===== src/rtl/sprite_anim_engine_if.sv =====
// rtl/sprite_anim_engine_if.sv - sprite ROM address/data port
// master drives the ROM address, slave returns combinational pixel data.
interface sprite_anim_engine_if;
   logic [2:0]  rom_state;
   logic [2:0]  rom_frame;
   logic [12:0] rom_addr;
   logic [15:0] rom_colour;

   modport master (output rom_state, rom_frame, rom_addr, input rom_colour);
   modport slave  (input rom_state, rom_frame, rom_addr, output rom_colour);
endinterface


===== src/rtl/sprite_anim_engine.sv =====
// rtl/sprite_anim_engine.sv - sprite frame sequencer with a two-stage pixel/ROM pipeline
// Optional green tint on modify_col when SPRITE_TINT_EN is defined.
module sprite_anim_engine #(
   parameter int          NUM_STATES    = 8,
   parameter int          TICK_DIV      = 12_500_000,
   parameter logic [31:0] STATE_FRAMES  = 32'h33333333,
   parameter logic [7:0]  STATE_ONESHOT = 8'b00010110,
   parameter int          SCREEN_W      = 96,
   parameter int          SCREEN_H      = 64,
   parameter logic [15:0] TRANSPARENT   = 16'hFFFF
) (
   input  logic                  clk,
   input  logic                  rst_n,
   input  logic [2:0]            character_state,
   input  logic                  mirror,
   input  logic                  modify_col,
   input  logic [6:0]            x,
   input  logic [6:0]            y,
   input  logic [12:0]           pixel_index,
   sprite_anim_engine_if.master  rom,
   output logic [15:0]           oled_colour,
   output logic [2:0]            cur_frame,
   output logic                  anim_done
);
   localparam int CNT_W = (TICK_DIV > 1) ? $clog2(TICK_DIV) : 1;
   localparam logic [CNT_W-1:0] CNT_LAST = CNT_W'(TICK_DIV - 1);
   localparam logic signed [15:0] W_S    = 16'(SCREEN_W);
   localparam logic signed [15:0] H_S    = 16'(SCREEN_H);
   localparam logic signed [15:0] HALF_W = 16'(SCREEN_W / 2);
   localparam logic signed [15:0] HALF_H = 16'(SCREEN_H / 2);

   typedef enum logic {ANIM_RUN, ANIM_HELD} anim_phase_t;

   anim_phase_t      phase_q, phase_d;
   logic [2:0]       st_q, st_d, frame_q, frame_d;
   logic [2:0]       req_state, last, step_frame;
   logic [CNT_W-1:0] cnt_q, cnt_d;
   logic             tick, oneshot, done_d;

   // Frame counts of 0 behave as 1, anything above 8 saturates at 8.
   function automatic logic [2:0] last_frame(input logic [2:0] s);
      logic [3:0] n;
      n = STATE_FRAMES[{s, 2'b00} +: 4];
      if (n == 4'd0)
         n = 4'd1;
      else if (n > 4'd8)
         n = 4'd8;
      return 3'(n - 4'd1);
   endfunction

   assign req_state  = (int'(character_state) < NUM_STATES) ? character_state : 3'd0;
   assign tick       = (cnt_q == CNT_LAST);
   assign oneshot    = STATE_ONESHOT[st_q];
   assign last       = last_frame(st_q);
   assign step_frame = (frame_q < last) ? frame_q + 3'd1 : frame_q;
   assign cur_frame  = frame_q;

   always_ff @(posedge clk or negedge rst_n) begin
      if (!rst_n) begin
         st_q      <= 3'd0;
         frame_q   <= 3'd0;
         cnt_q     <= '0;
         phase_q   <= ANIM_RUN;
         anim_done <= 1'b0;
      end else begin
         st_q      <= st_d;
         frame_q   <= frame_d;
         cnt_q     <= cnt_d;
         phase_q   <= phase_d;
         anim_done <= done_d;
      end
   end

   always_comb begin
      st_d    = st_q;
      frame_d = frame_q;
      cnt_d   = tick ? '0 : cnt_q + CNT_W'(1);
      phase_d = phase_q;
      done_d  = 1'b0;
      if (req_state != st_q) begin
         st_d    = req_state;
         frame_d = 3'd0;
         cnt_d   = '0;
         phase_d = ANIM_RUN;
      end else if (tick) begin
         if (!oneshot)
            frame_d = (frame_q == last) ? 3'd0 : frame_q + 3'd1;
         else if (phase_q == ANIM_RUN) begin
            frame_d = step_frame;
            if (step_frame == last) begin
               phase_d = ANIM_HELD;
               done_d  = 1'b1;
            end
         end
      end
   end

   logic [12:0]        px, py, addr;
   logic signed [15:0] px_s, py_s, x_s, y_s, sc, sr;
   logic               oob, oob_q;
   logic [15:0]        pix_colour;

   assign px   = pixel_index % 13'(SCREEN_W);
   assign py   = pixel_index / 13'(SCREEN_W);
   assign px_s = {3'b000, px};
   assign py_s = {3'b000, py};
   assign x_s  = {9'd0, x};
   assign y_s  = {9'd0, y};
   assign sc   = mirror ? (x_s + HALF_W - px_s) : (px_s - x_s + HALF_W);
   assign sr   = py_s - y_s + HALF_H;
   assign oob  = (sc < 16'sd0) || (sc > W_S - 16'sd1) || (sr < 16'sd0) || (sr > H_S - 16'sd1);
   assign addr = 13'(sr * W_S + sc);

   // State and frame travel with the pixel so one pixel never mixes frames.
   always_ff @(posedge clk or negedge rst_n) begin
      if (!rst_n) begin
         rom.rom_addr  <= 13'd0;
         rom.rom_state <= 3'd0;
         rom.rom_frame <= 3'd0;
         oob_q         <= 1'b1;
      end else begin
         rom.rom_addr  <= oob ? 13'd0 : addr;
         rom.rom_state <= st_q;
         rom.rom_frame <= frame_q;
         oob_q         <= oob;
      end
   end

`ifdef SPRITE_TINT_EN
   logic tint_q;

   always_ff @(posedge clk or negedge rst_n) begin
      if (!rst_n)
         tint_q <= 1'b0;
      else
         tint_q <= modify_col;
   end

   assign pix_colour = (tint_q && rom.rom_colour != TRANSPARENT)
                     ? {rom.rom_colour[15:11], 1'b0, rom.rom_colour[10:6], rom.rom_colour[4:0]}
                     : rom.rom_colour;
`else
   logic unused_modify_col;
   assign unused_modify_col = modify_col;
   assign pix_colour = rom.rom_colour;
`endif

   always_ff @(posedge clk or negedge rst_n) begin
      if (!rst_n)
         oled_colour <= TRANSPARENT;
      else
         oled_colour <= oob_q ? TRANSPARENT : pix_colour;
   end
endmodule


===== src/flat_wrapper.sv =====
// flat-port wrapper written by rule: the top's interface ports become plain ports
module sprite_anim_engine_flat 
#(
   parameter int          NUM_STATES    = 8,
   parameter int          TICK_DIV      = 12_500_000,
   parameter logic [31:0] STATE_FRAMES  = 32'h33333333,
   parameter logic [7:0]  STATE_ONESHOT = 8'b00010110,
   parameter int          SCREEN_W      = 96,
   parameter int          SCREEN_H      = 64,
   parameter logic [15:0] TRANSPARENT   = 16'hFFFF
)
  (clk, rst_n, character_state, mirror, modify_col, x, y, pixel_index, oled_colour, cur_frame, anim_done, rom_rom_state, rom_rom_frame, rom_rom_addr, rom_rom_colour);
  sprite_anim_engine_if rom_i ();
  input  logic clk;
  input  logic rst_n;
  input  logic [2:0] character_state;
  input  logic mirror;
  input  logic modify_col;
  input  logic [6:0] x;
  input  logic [6:0] y;
  input  logic [12:0] pixel_index;
  output logic [15:0] oled_colour;
  output logic [2:0] cur_frame;
  output logic anim_done;
  output wire logic [$bits(rom_i.rom_state)-1:0] rom_rom_state;
  output wire logic [$bits(rom_i.rom_frame)-1:0] rom_rom_frame;
  output wire logic [$bits(rom_i.rom_addr)-1:0] rom_rom_addr;
  input wire logic [$bits(rom_i.rom_colour)-1:0] rom_rom_colour;
  assign rom_rom_state = rom_i.rom_state;
  assign rom_rom_frame = rom_i.rom_frame;
  assign rom_rom_addr = rom_i.rom_addr;
  assign rom_i.rom_colour = rom_rom_colour;
  sprite_anim_engine #(.NUM_STATES(NUM_STATES), .TICK_DIV(TICK_DIV), .STATE_FRAMES(STATE_FRAMES), .STATE_ONESHOT(STATE_ONESHOT), .SCREEN_W(SCREEN_W), .SCREEN_H(SCREEN_H), .TRANSPARENT(TRANSPARENT)) u_core (.clk(clk), .rst_n(rst_n), .character_state(character_state), .mirror(mirror), .modify_col(modify_col), .x(x), .y(y), .pixel_index(pixel_index), .rom(rom_i), .oled_colour(oled_colour), .cur_frame(cur_frame), .anim_done(anim_done));
endmodule

===== config.mk =====
export PLATFORM = sky130hd
export DESIGN_NAME = sprite_anim_engine_flat
export DESIGN_NICKNAME = d
export VERILOG_FILES = /design/src/rtl/sprite_anim_engine_if.sv /design/src/rtl/sprite_anim_engine.sv /design/src/flat_wrapper.sv
export SDC_FILE = /design/constraint.sdc
export NUM_CORES = 1
export LEC_CHECK = 0
export CAP_MARGIN = 10
export CORE_MARGIN = 2
export CORE_UTILIZATION = 50
export DETAILED_ROUTE_END_ITERATION = 16
export PLACE_DENSITY_LB_ADDON = 0.08
export SLEW_MARGIN = 20
export SYNTH_ARGS = -nofsm -noshare
export SYNTH_HDL_FRONTEND = slang
export SYNTH_SLANG_ARGS = --single-unit

===== constraint.sdc =====
create_clock -name clk -period 2.65 [get_ports clk]
set_input_delay 0.53 -clock clk [delete_from_list [all_inputs] [get_ports clk]]
set_output_delay 0.53 -clock clk [all_outputs]
set_load 0.03 [all_outputs]

==> impl_metrics.env <==
export IMPL_placed_cell_area_um2=7308
export IMPL_finalSetupViolCount=14
export IMPL_fin_ws_ns=-2.194
export IMPL_n_antenna_cell=0
export IMPL_netlist_area_um2=5391
export IMPL_synthArstFlopShare_pct=100.0
export IMPL_core_area_um2=10420
export IMPL_r2r_start="u_core.cnt_q[8]$_DFF_PN0_"
export IMPL_overflow=0
export IMPL_vias=5207
export IMPL_peakVddDrop_mv=0.6006
export IMPL_place_hpwl_um=10260
export IMPL_synth_flop_cell="dfrtp_1"
export IMPL_min_delay_path_class="input pin to asynchronous set/reset pin"
export IMPL_routed_via_density=5.475
export IMPL_rows=37
export IMPL_syn_num_nets=707
export IMPL_finalCriticalPeriod_ns=4.844
export IMPL_cts_clk_slew_worst_paths_ns=0.07
export IMPL_antenna_found_initial=0
export IMPL_fmax_mhz=206.4
export IMPL_final_core_util_pct=77.84
export IMPL_maxCapViolCount=0
export IMPL_slew_headroom_pct=44.75
export IMPL_wire_per_inst_um=15.16
export IMPL_outcome="finished with violations"
export IMPL_worstPathArrival_ns=5.06
export IMPL_grt_pass1_wl_um=23300
export IMPL_cts_tree="done"
export IMPL_powerDensity_nw_per_um2=728.0
export IMPL_grt_max_degree=69
export IMPL_cts_buffers=9
export IMPL_ios=89
export IMPL_clkSinkCount=68
export IMPL_drive_above_1_share_pct=34.72
export IMPL_totalPowerFinal_uw=5902
export IMPL_cts_root_buf="clkbuf_8"
export IMPL_gp_congestion=0.8925
export IMPL_final_cell_area_um2=8108
export IMPL_die_w_um=107.8
export IMPL_final_nets=914
export IMPL_postSynthCellCount=603
export IMPL_violations="negative setup slack"
export IMPL_firstDrtPassIters=4
export IMPL_avgSynthCellArea_um2=8.941
export IMPL_portBuffers=87
export IMPL_critPathLaunch="pixel_index[11]"
export IMPL_drt_initial_drc_count=135
export IMPL_ant_nets=0
export IMPL_cts_buffer_depth=2
export IMPL_yosysWarnings=0
export IMPL_drv_slew=0
export IMPL_p_leak_uw=0.003542
export IMPL_seq_area_frac_synth_pct=31.96
export IMPL_synth_seq_cells=68
export IMPL_worst_setup_path_end_kind="register"
export IMPL_required_ns=2.87
export IMPL_htree_levels=3
export IMPL_crit_path_max_fanout=5
export IMPL_syn2layout_area_growth_pct=50.38
export IMPL_ys_types=73
export IMPL_synth_edf_count=0
export IMPL_die_area_um2=11630
export IMPL_crit_type="input pin to register"
export IMPL_grt_pass1_vias=5209
export IMPL_hold_viol=0
export IMPL_drc=0
export IMPL_wl_um=14420
export IMPL_rsz0062_at_grt="yes"
export IMPL_clock_latency_ns=0.35
export IMPL_dp_slack_ns=-3.116
export IMPL_tightest_slew_ns=0.8288
export IMPL_start_util_pct=51.76
export IMPL_cts_hold_buffers=0
export IMPL_die_h_um=107.8
export IMPL_skew_ns=0.008768
export IMPL_cp_start_kind="input pin"
export IMPL_grt_usage_pct=24.56
export IMPL_finalCritPeriodShare_pct=182.8
-- synthesized netlist by cell type, drive strengths merged (5+ instances only) --
library cell / count / area share [%]
clkbuf: 18 / 1.3
o21a: 8 / 1.1
and3: 8 / 1.0
mux2i: 5 / 0.93
buf: 9 / 1.1
nor2b: 6 / 0.70
or2: 21 / 2.4
a21o: 10 / 1.4
fa: 5 / 1.9
nand2: 16 / 1.1
nand4: 7 / 0.81
inv: 58 / 4.0
dfstp: 17 / 8.3
nor4: 21 / 3.7
o211ai: 5 / 0.70
nor3: 7 / 0.65
dfrtp: 51 / 24
xnor2: 31 / 5.0
or3: 6 / 0.70
a31oi: 10 / 1.2
nand2b: 8 / 0.93
nand3: 27 / 2.5
nor2: 51 / 3.6
ha: 49 / 11
o21ai: 25 / 2.3
a21oi: 33 / 3.1
xor2: 20 / 3.2
-- through the flow --
stage	hold slack (ns)	setup TNS (ns)	std cells
3_5_place_dp	0.4101	-41.83	919
6_report	0.3679	-29.14	951
4_1_cts	0.3777	-28.34	944
2_1_floorplan	0.2344	-30.13	603
3_3_place_gp	0.4026	-39.62	919
5_1_grt	0.4398	-31.73	951
-- cell type report --
type                       instances  area (um2)
inverter                          60       226.5
tap                              136       170.2
multi-input combinational        449        3851
clock inverter                     4       72.57
fill                             741        2308
clock buffer                      12       145.1
sequential                        68        1723
timing repair buffer             222        1919
-- worst paths after layout --
| kind | end | slack (ns) | cells past startpoint |
|---|---|---|---|
| max in group asynchronous | u_core.cnt_q[6]$_DFF_PN0_ | 1.74 | 2 |
| min in group clk | u_core.rom.rom_state[0]$_DFF_PN0_ | 0.42 | 0 |
| setup / recovery | u_core.rom.rom_addr[12]$_DFF_PN0_ | -2.19 | 22 |
| setup reg to reg | u_core.cur_frame[2]$_DFFE_PN0P_ | 0.40 | 7 |
| hold / removal | u_core.rom.rom_addr[4]$_DFF_PN0_ | 0.37 | 2 |
| hold reg to reg | u_core.rom.rom_state[0]$_DFF_PN0_ | 0.42 | 0 |
-- cells by family (layout without fill, tap and decap cells) --
logic type | after synthesis | count (layout) | synth area share, %
simple gates | 197 | 198 | 20.93
compound gates | 139 | 139 | 17.92
other cells | 1 | 1 | 0.06955
mux | 5 | 5 | 0.9283
buf+inv | 87 | 298 | 6.498
flops | 68 | 68 | 31.96
fa+ha+maj | 55 | 55 | 13.41
xor+xnor | 51 | 51 | 8.285
-- routing by layer --
layer,share of wire (%),vias up,global-route usage (%)
li1,-,2546,-
met1,41,2514,28.85
met2,53,118,45.33
met3,3.3,29,3.571
met4,2.2,0,8.425
met5,0,-,0
-- power by group --
group	leakage [uW]	internal, uW	total (uW)	switching [uW]
logic	0.00256	1930	3880	1950
registers	0.000875	1070	1100	27.2
clock network	0.000107	554	927	373
-- timing repair --
action / in CTS / in global routing
resized for setup: 73 / 45
cloned: 1 / 0
endpoints found under the hold margin: 0 / 0
setup buffers: 9 / 7
pin swaps: 27 / 31
setup endpoints to repair: 14 / 14
-- flip-flops by register name, indices dropped and copies added (netlist names) --
signal and cells:
u_core.cnt_q 24, u_core.oled_colour 16, u_core.rom.rom_addr 13, u_core.cur_frame 3
u_core.rom.rom_frame 3, u_core.rom.rom_state 3, u_core.st_q 3, u_core.anim_done 1
u_core.oob_q 1, u_core.phase_q 1
-- cell usage in the layout, fill, tap and decap left out, types with 7 or more instances in the layout --
cell type	synthesis	final
a21o_1	10	10
a21oi_1	32	24
a21oi_2	1	9
a31oi_1	10	7
and3_1	7	7
buf_4	1	127
buf_6	2	10
clkbuf_8	0	10
clkdlybuf4s50_1	0	79
dfrtp_1	51	51
dfstp_2	17	17
ha_1	49	36
ha_4	0	10
inv_1	58	54
nand2_1	16	15
nand2b_1	8	7
nand3_1	27	27
nand4_1	7	7
nor2_1	51	50
nor4_1	10	7
nor4_2	11	7
nor4_4	0	7
o21a_1	8	8
o21ai_0	24	19
or2_2	21	19
xnor2_1	31	26
xor2_1	20	19
-- worst max-delay path, cell delays in order --
cell,delay [ns]
buf_8,0.10
xnor2_2,0.27
o21ai_0,0.22
a22oi_1,0.20
o22ai_1,0.10
or4_4,0.56
xnor2_2,0.21
o31a_1,0.26
buf_4,0.15
ha_4,0.19
a21o_1,0.22
a31oi_2,0.19
a21oi_2,0.08
and3_1,0.17
o31a_1,0.35
ha_4,0.24
a21o_1,0.21
a21oi_2,0.15
nor2_2,0.07
o41ai_2,0.34
xnor2_1,0.19
nor4_2,0.06
Note: power is estimated with default switching activity, not from simulation.
